### src/rtl/branch_fb_pkg.sv
// Shared types and helpers for the branch feedback queue.
package branch_fb_pkg;

    localparam int unsigned ADDR_WIDTH = 32;

    // One in-flight branch as recorded at decode.
    typedef struct packed {
        logic [ADDR_WIDTH-1:0] pc;
        logic                  prediction;
        logic [ADDR_WIDTH-1:0] target;
    } bfq_entry_t;

    // Wrong direction, or right "taken" direction to the wrong place.
    function automatic logic is_mispredict(input bfq_entry_t            entry,
                                           input logic                  taken,
                                           input logic [ADDR_WIDTH-1:0] target);
        return (entry.prediction != taken) || (taken && (entry.target != target));
    endfunction

endpackage

### src/rtl/branch_feedback_queue_if.sv
// Decode request, execute result and predictor feedback bundle.
interface branch_feedback_queue_if #(
    parameter int unsigned ADDR_WIDTH = 32,
    parameter int unsigned DEPTH      = 4
);
    localparam int unsigned CNT_W = $clog2(DEPTH + 1);

    logic                  dec_valid;
    logic [ADDR_WIDTH-1:0] dec_pc;
    logic                  dec_prediction;
    logic [ADDR_WIDTH-1:0] dec_target;
    logic                  ex_valid;
    logic [ADDR_WIDTH-1:0] ex_pc;
    logic                  ex_taken;
    logic [ADDR_WIDTH-1:0] ex_target;
    logic                  full;
    logic                  empty;
    logic [CNT_W-1:0]      count;
    logic                  fb_valid;
    logic [ADDR_WIDTH-1:0] fb_pc;
    logic                  fb_prediction;
    logic                  fb_outcome;
    logic                  fb_mispredict;
    logic                  error;

    modport master (
        output dec_valid, dec_pc, dec_prediction, dec_target,
        output ex_valid, ex_pc, ex_taken, ex_target,
        input  full, empty, count,
        input  fb_valid, fb_pc, fb_prediction, fb_outcome, fb_mispredict, error
    );

    modport slave (
        input  dec_valid, dec_pc, dec_prediction, dec_target,
        input  ex_valid, ex_pc, ex_taken, ex_target,
        output full, empty, count,
        output fb_valid, fb_pc, fb_prediction, fb_outcome, fb_mispredict, error
    );

endinterface

### src/rtl/bfq_ring.sv
// Circular storage of in-flight branches with head/tail pointers and occupancy.
module bfq_ring import branch_fb_pkg::*; #(
    parameter  int unsigned DEPTH = 4,
    localparam int unsigned PTR_W = $clog2(DEPTH),
    localparam int unsigned CNT_W = $clog2(DEPTH + 1)
) (
    input  logic             clk,
    input  logic             rst_n,
    input  logic             push_i,
    input  logic             pop_i,
    input  logic             clear_i,
    input  bfq_entry_t       wr_entry_i,
    output bfq_entry_t       rd_entry_o,
    output logic [CNT_W-1:0] count_o
);

    bfq_entry_t       mem_q [DEPTH];
    logic [PTR_W-1:0] head_q, head_d;
    logic [PTR_W-1:0] tail_q, tail_d;
    logic [CNT_W-1:0] count_q, count_d;

    // Entry storage; contents are don't-care until pushed, so no reset.
    always_ff @(posedge clk) begin
        if (push_i) begin
            mem_q[tail_q] <= wr_entry_i;
        end
    end

    // Pointer and occupancy next-state; clear wins over push/pop.
    always_comb begin
        head_d  = head_q;
        tail_d  = tail_q;
        count_d = count_q;
        if (clear_i) begin
            head_d  = '0;
            tail_d  = '0;
            count_d = '0;
        end else begin
            if (push_i) tail_d = PTR_W'(tail_q + PTR_W'(1));
            if (pop_i)  head_d = PTR_W'(head_q + PTR_W'(1));
            count_d = CNT_W'(count_q + CNT_W'(push_i) - CNT_W'(pop_i));
        end
    end

    // Pointer and occupancy registers.
    always_ff @(posedge clk or negedge rst_n) begin
        if (!rst_n) begin
            head_q  <= '0;
            tail_q  <= '0;
            count_q <= '0;
        end else begin
            head_q  <= head_d;
            tail_q  <= tail_d;
            count_q <= count_d;
        end
    end

    assign rd_entry_o = mem_q[head_q];
    assign count_o    = count_q;

endmodule

### src/rtl/branch_feedback_queue.sv
// Holds predicted branches until execute resolves them, then emits predictor training records.
module branch_feedback_queue #(
    parameter int unsigned DEPTH      = 4,
    parameter int unsigned ADDR_WIDTH = 32
) (
    input logic              clk,
    input logic              rst_n,
    branch_feedback_queue_if.slave bus
);
    import branch_fb_pkg::*;

    localparam int unsigned CNT_W = $clog2(DEPTH + 1);

    bfq_entry_t       head_entry;
    bfq_entry_t       wr_entry;
    logic [CNT_W-1:0] count;
    logic             empty_c, full_c;
    logic             pop_c, push_c, clear_c, match_c, mispredict_c;

    logic                  fb_valid_q,      fb_valid_d;
    logic [ADDR_WIDTH-1:0] fb_pc_q,         fb_pc_d;
    logic                  fb_prediction_q, fb_prediction_d;
    logic                  fb_outcome_q,    fb_outcome_d;
    logic                  fb_mispredict_q, fb_mispredict_d;
    logic                  error_q,         error_d;

    assign wr_entry = '{pc: bus.dec_pc, prediction: bus.dec_prediction, target: bus.dec_target};

    bfq_ring #(.DEPTH(DEPTH)) u_ring (
        .clk        (clk),
        .rst_n      (rst_n),
        .push_i     (push_c),
        .pop_i      (pop_c),
        .clear_i    (clear_c),
        .wr_entry_i (wr_entry),
        .rd_entry_o (head_entry),
        .count_o    (count)
    );

    // Push/pop qualification, resolve compare and next feedback record.
    always_comb begin
        empty_c         = (count == '0);
        full_c          = (count == CNT_W'(DEPTH));
        pop_c           = bus.ex_valid && !empty_c;
        match_c         = (head_entry.pc == bus.ex_pc);
        mispredict_c    = is_mispredict(head_entry, bus.ex_taken, bus.ex_target);
        // A resolved mispredict squashes everything younger, including this cycle's push.
        clear_c         = pop_c && match_c && mispredict_c;
        push_c          = bus.dec_valid && (!full_c || pop_c) && !clear_c;

        fb_valid_d      = pop_c && match_c;
        fb_pc_d         = fb_pc_q;
        fb_prediction_d = fb_prediction_q;
        fb_outcome_d    = fb_outcome_q;
        fb_mispredict_d = fb_mispredict_q;
        if (pop_c && match_c) begin
            fb_pc_d         = head_entry.pc;
            fb_prediction_d = head_entry.prediction;
            fb_outcome_d    = bus.ex_taken;
            fb_mispredict_d = mispredict_c;
        end

        error_d = (bus.ex_valid && empty_c)
                || (pop_c && !match_c)
                || (bus.dec_valid && full_c && !pop_c);
    end

    // Feedback and error output registers.
    always_ff @(posedge clk or negedge rst_n) begin
        if (!rst_n) begin
            fb_valid_q      <= 1'b0;
            fb_pc_q         <= '0;
            fb_prediction_q <= 1'b0;
            fb_outcome_q    <= 1'b0;
            fb_mispredict_q <= 1'b0;
            error_q         <= 1'b0;
        end else begin
            fb_valid_q      <= fb_valid_d;
            fb_pc_q         <= fb_pc_d;
            fb_prediction_q <= fb_prediction_d;
            fb_outcome_q    <= fb_outcome_d;
            fb_mispredict_q <= fb_mispredict_d;
            error_q         <= error_d;
        end
    end

    assign bus.full          = full_c;
    assign bus.empty         = empty_c;
    assign bus.count         = count;
    assign bus.fb_valid      = fb_valid_q;
    assign bus.fb_pc         = fb_pc_q;
    assign bus.fb_prediction = fb_prediction_q;
    assign bus.fb_outcome    = fb_outcome_q;
    assign bus.fb_mispredict = fb_mispredict_q;
    assign bus.error         = error_q;

endmodule

### src/flat_wrapper.sv
// flat-port wrapper written by rule: the top's interface ports become plain ports
module branch_feedback_queue_flat import branch_fb_pkg::*;
#(
    parameter int unsigned DEPTH      = 4,
    parameter int unsigned ADDR_WIDTH = 32
)
  (clk, rst_n, bus_dec_valid, bus_dec_pc, bus_dec_prediction, bus_dec_target, bus_ex_valid, bus_ex_pc, bus_ex_taken, bus_ex_target, bus_full, bus_empty, bus_count, bus_fb_valid, bus_fb_pc, bus_fb_prediction, bus_fb_outcome, bus_fb_mispredict, bus_error);
  branch_feedback_queue_if #(.ADDR_WIDTH(ADDR_WIDTH), .DEPTH(DEPTH)) bus_i ();
  input logic clk;
  input logic rst_n;
  input wire logic [$bits(bus_i.dec_valid)-1:0] bus_dec_valid;
  input wire logic [$bits(bus_i.dec_pc)-1:0] bus_dec_pc;
  input wire logic [$bits(bus_i.dec_prediction)-1:0] bus_dec_prediction;
  input wire logic [$bits(bus_i.dec_target)-1:0] bus_dec_target;
  input wire logic [$bits(bus_i.ex_valid)-1:0] bus_ex_valid;
  input wire logic [$bits(bus_i.ex_pc)-1:0] bus_ex_pc;
  input wire logic [$bits(bus_i.ex_taken)-1:0] bus_ex_taken;
  input wire logic [$bits(bus_i.ex_target)-1:0] bus_ex_target;
  output wire logic [$bits(bus_i.full)-1:0] bus_full;
  output wire logic [$bits(bus_i.empty)-1:0] bus_empty;
  output wire logic [$bits(bus_i.count)-1:0] bus_count;
  output wire logic [$bits(bus_i.fb_valid)-1:0] bus_fb_valid;
  output wire logic [$bits(bus_i.fb_pc)-1:0] bus_fb_pc;
  output wire logic [$bits(bus_i.fb_prediction)-1:0] bus_fb_prediction;
  output wire logic [$bits(bus_i.fb_outcome)-1:0] bus_fb_outcome;
  output wire logic [$bits(bus_i.fb_mispredict)-1:0] bus_fb_mispredict;
  output wire logic [$bits(bus_i.error)-1:0] bus_error;
  assign bus_i.dec_valid = bus_dec_valid;
  assign bus_i.dec_pc = bus_dec_pc;
  assign bus_i.dec_prediction = bus_dec_prediction;
  assign bus_i.dec_target = bus_dec_target;
  assign bus_i.ex_valid = bus_ex_valid;
  assign bus_i.ex_pc = bus_ex_pc;
  assign bus_i.ex_taken = bus_ex_taken;
  assign bus_i.ex_target = bus_ex_target;
  assign bus_full = bus_i.full;
  assign bus_empty = bus_i.empty;
  assign bus_count = bus_i.count;
  assign bus_fb_valid = bus_i.fb_valid;
  assign bus_fb_pc = bus_i.fb_pc;
  assign bus_fb_prediction = bus_i.fb_prediction;
  assign bus_fb_outcome = bus_i.fb_outcome;
  assign bus_fb_mispredict = bus_i.fb_mispredict;
  assign bus_error = bus_i.error;
  branch_feedback_queue #(.DEPTH(DEPTH), .ADDR_WIDTH(ADDR_WIDTH)) u_core (.clk(clk), .rst_n(rst_n), .bus(bus_i));
endmodule
### config.mk
export PLATFORM = sky130hd
export DESIGN_NAME = branch_feedback_queue_flat
export DESIGN_NICKNAME = d
export VERILOG_FILES = /design/src/rtl/branch_fb_pkg.sv /design/src/rtl/branch_feedback_queue_if.sv /design/src/rtl/bfq_ring.sv /design/src/rtl/branch_feedback_queue.sv /design/src/flat_wrapper.sv
export SDC_FILE = /design/constraint.sdc
export NUM_CORES = 1
export LEC_CHECK = 0
export CORE_ASPECT_RATIO = 0.8
export CORE_MARGIN = 2
export CORE_UTILIZATION = 60
export CTS_BUF_LIST = sky130_fd_sc_hd__clkbuf_4
export DETAILED_ROUTE_END_ITERATION = 16
export HOLD_SLACK_MARGIN = 0.15
export PLACE_DENSITY = 0.84
export SYNTH_ARGS = -nofsm -noshare
export SYNTH_HDL_FRONTEND = slang
export SYNTH_SLANG_ARGS = --single-unit
### constraint.sdc
create_clock -name clk -period 17.55 [get_ports clk]
set_input_delay 3.51 -clock clk [delete_from_list [all_inputs] [get_ports clk]]
set_output_delay 3.51 -clock clk [all_outputs]
set_load 0.01 [all_outputs]
==> reports/metrics.yaml <==
power:
  internal-power_mw: 1.55
  sequentialPowerShare_pct: 45.9
  sw_share_pct: 28.9
  leakage_nw: 5.39
  pwr-share-comb_pct: 26.1
  design_power_total_mw: 2.18
  total_switching_power_uw: 630
  vdd.ir_drop.worst_mv: 0.0927
  share_of_power_burned_in_the_clock_network_pct: 28.0
  p_per_area_nw_per_um2: 144
route:
  via_count: 6588
  drt-total-wl_mm: 25.1
  ant_nets: 0
  dr.pass1.iters: 5
  wire_per_inst_um: 21.7
  route.detailed.drc: 0
  route.detailed.vias_per_inst: 5.69
  drt_first_iter_violations: 498
setup_path:
  required_ns: 18.08
  cp_num_cells: 16
  cp-end-kind: "flop"
  timing.critical_path.max_delay_family: "simple AND/OR/NAND/NOR gates"
  endpoint: "u_core.u_ring.count_o[2]$_DFF_PN0_"
  setup.worst_path.start_class: "input pin"
  critPathMaxFanout: 37
  critPathSlowestCell: "nand3_4"
  ff2ff_setup_slack_ns: 11.94
  reg2reg_depth: 17
  worstReg2RegStart: "u_core.u_ring.head_q[1]$_DFFE_PN0P_"
  r2r_end: "u_core.u_ring.count_o[2]$_DFF_PN0_"
  setup.worst_path.start: "bus_ex_pc[13]"
  worstSetupPathType: "in -> reg"
  worst-endpoint-arrival_ns: 7.59
  crit_path_cell_trace: "clkdlybuf4s50_1 -> xnor2_1 -> nand4_1 -> nor4_4 -> nand3_4 -> a311oi_2 -> buf_4 -> nand2b_1 -> ha_1 -> inv_1 -> ha_1 -> inv_1 -> fa_1 -> xor2_1 -> xnor2_1 -> nor2_1"
  timing.critical_path.buf_inv: 4
  critical-path-max-stage-delay_ns: 0.51
synth:
  yosys_warnings: 0
  syn-instance-count: 597
  number_of_synthesized_flops_with_an_enable_pin: 260
  avg_synthesized_cell_area_um2: 20.2
  ys_types: 41
  synth.area.top_cells: "edfxtp_1 (65%), mux4_2 (10%), dfrtp_1 (9.1%), xnor2_1 (3.9%), mux2_2 (2.6%)"
  yosys_most_used_dff: "edfxtp_1"
  fraction_of_synthesis_flops_using_an_asynchronous_set_or_reset_pin_pct: 14.5
  netlist.area_leader.share_pct: 64.6
  post-synth-top-area-cell: "edfxtp_1"
  synth.ff_latch_count: 304
  synth_sequential_area_ratio_pct: 73.7
  post_synth_instance_area_um2: 12100
  synthesis.nets: 738
clock_network:
  cts-buffers-inserted: 73
  post-cts-setup-buffer-count: 0
  clock_sinks: 304
  clk_pin_slew_worst_paths_ns: 0.06
  clockRootBuffer: "clkbuf_4"
  htree_levels: 3
  ctsHoldBuffers: 0
  clock_latency_ns: 0.67
  clock_tree_from_tritoncts: "yes"
  cts.path.max_buffers: 3
  post_cts_resized: 0
floorplanning:
  core_region_area_um2: 19800
  die_area_um2: 21300
  pin_count: 176
  chipWidth_um: 163
  fp.dieH_um: 131
  placementRows: 46
  initial_cell_density_of_the_core_pct: 61.0
timing:
  timing.hold.ws_ns: 0.494
  setup-violations-final: 0
  fin_crit_sh_pct: 40.2
  unrepaired_setup_endpoints_after_global_routing: "false"
  max_slew_margin_pct: 27.3
  worst_clock_skew_ns: 0.0460
  final_max_slew_viol_count: 0
  timing.fmax_mhz: 142
  fin_crit_ns: 7.06
  final.setup.tns_ns: 0
  timing.final.hold_violations: 0
  worst-slew-pin-transition_ns: 1.09
run:
  maxCapViolations: 0
global_route:
  first_global_vias: 6929
  global_route.usage.total_pct: 24.2
  antenna_found_initial: 6
  grt_first_pass_wirelength_mm: 37.6
  largest_net_degree_at_the_start_of_global_routing: 45
  total_grt_overflow: 0
finish:
  layout-drive-gt1-share_pct: 25.1
  fillers: 1092
  final_nets: 975
  fin_cells: 1158
  area_delta_synth_final_pct: 25.4
  final_core_utilization_pct: 76.5
placed_design:
  dpl.hpwl_mm: 16.3
  gp_congestion: 0.784
  number_of_placed_instances_taps_included: 1023
  place.port_buffers: 175
run_status:
  status: "finished clean"
hold_path:
  holdCritPathClass: "reg -> reg"
sequential cells by signal, summed over array words and instances, names as in the netlist:
register,flops
u_core.u_ring.count_o,3
u_core.bus.fb_outcome,1
u_core.u_ring.mem_q,260
u_core.bus.error,1
u_core.u_ring.tail_q,2
u_core.bus.fb_prediction,1
u_core.u_ring.head_q,2
u_core.bus.fb_mispredict,1
u_core.bus.fb_valid,1
u_core.bus.fb_pc,32
cells by family after synthesis:
family,synth area share [%]
fa+ha+maj,0.787
flops,73.7
xor+xnor,4.57
simple gates,2.79
mux,15.3
buf+inv,1.28
compound gates,1.57
how the worst min path moves through the flow:
stage                                          from                                   end  slack [ns]  cells after the start
5_1_grt        u_core.bus.fb_mispredict$_DFFE_PN0P_  u_core.bus.fb_mispredict$_DFFE_PN0P_        0.51                      1
6_report           u_core.bus.fb_pc[14]$_DFFE_PN0P_      u_core.bus.fb_pc[14]$_DFFE_PN0P_        0.49                      1
3_3_place_gp   u_core.bus.fb_mispredict$_DFFE_PN0P_  u_core.bus.fb_mispredict$_DFFE_PN0P_        0.47                      1
4_1_cts        u_core.bus.fb_mispredict$_DFFE_PN0P_  u_core.bus.fb_mispredict$_DFFE_PN0P_        0.50                      1
2_1_floorplan  u_core.bus.fb_mispredict$_DFFE_PN0P_  u_core.bus.fb_mispredict$_DFFE_PN0P_        0.52                      1
3_5_place_dp   u_core.bus.fb_mispredict$_DFFE_PN0P_  u_core.bus.fb_mispredict$_DFFE_PN0P_        0.48                      1
power groups by stage:
stage | sequential, mW | clock, mW | combinational [mW]
after floorplan | 0.973 | 0 | 0.446
after global placement | 1.01 | 0 | 0.553
after detailed placement | 1.02 | 0 | 0.571
after CTS | 1.00 | 0.625 | 0.574
after global routing | 1.01 | 0.661 | 0.610
final | 1.00 | 0.610 | 0.568
layer usage:
layer  part of all wire [%]  up-vias  global-route usage [%]
met3                    9.5       50                    8.87
met4                    2.1        8                    8.33
met1                     40     3314                    30.9
met5                   0.22        -                       0
li1                       -     2917                       -
met2                     48      299                    39.1
cells in the mapped netlist, types with 4 or more instances:
master     instances
edfxtp_1         260
mux4_2            55
xnor2_1           54
dfrtp_1           44
mux2_2            28
mux2i_1           21
nand2_1           16
nor2_1            15
nand4_1           13
buf_2             10
xor2_1             9
inv_1              7
mux2_1             7
ha_1               6
nand2b_1           5
a2bb2oi_1          4
buf_6              4
o21ai_0            4
through the flow:
| step | setup slack, ns | area, um^2 |
|---|---|---|
| after detailed placement | 9.87 | 14100 |
| final | 10.49 | 15100 |
| after CTS | 10.55 | 15100 |
| after global placement | 10.07 | 14100 |
| after global routing | 10.32 | 15100 |
| after floorplan | 9.61 | 12100 |
cell usage in the layout, fill, tap and decap left out, types with 13 or more instances in the layout:
cell	netlist	final
clkdlybuf4s50_1	0	174
xnor2_1	54	54
clkbuf_4	0	115
edfxtp_1	260	260
mux2i_1	21	21
nand4_1	13	13
dfrtp_1	44	42
mux2_2	28	28
nand2_1	16	16
mux4_2	55	55
area by class of cell:
type                    count  area [um^2]  area share [%]
clock buffers             115          863            5.70
repair buffers            182         1800            11.9
flip-flops and latches    304         8920            58.9
multi-input cells         266         3050            20.1
inverters                   7         26.3           0.173
clock inverters            18          160            1.06
diodes                      2         5.00          0.0330
well taps                 264          330            2.18
Power figures use the tool's default switching activity.
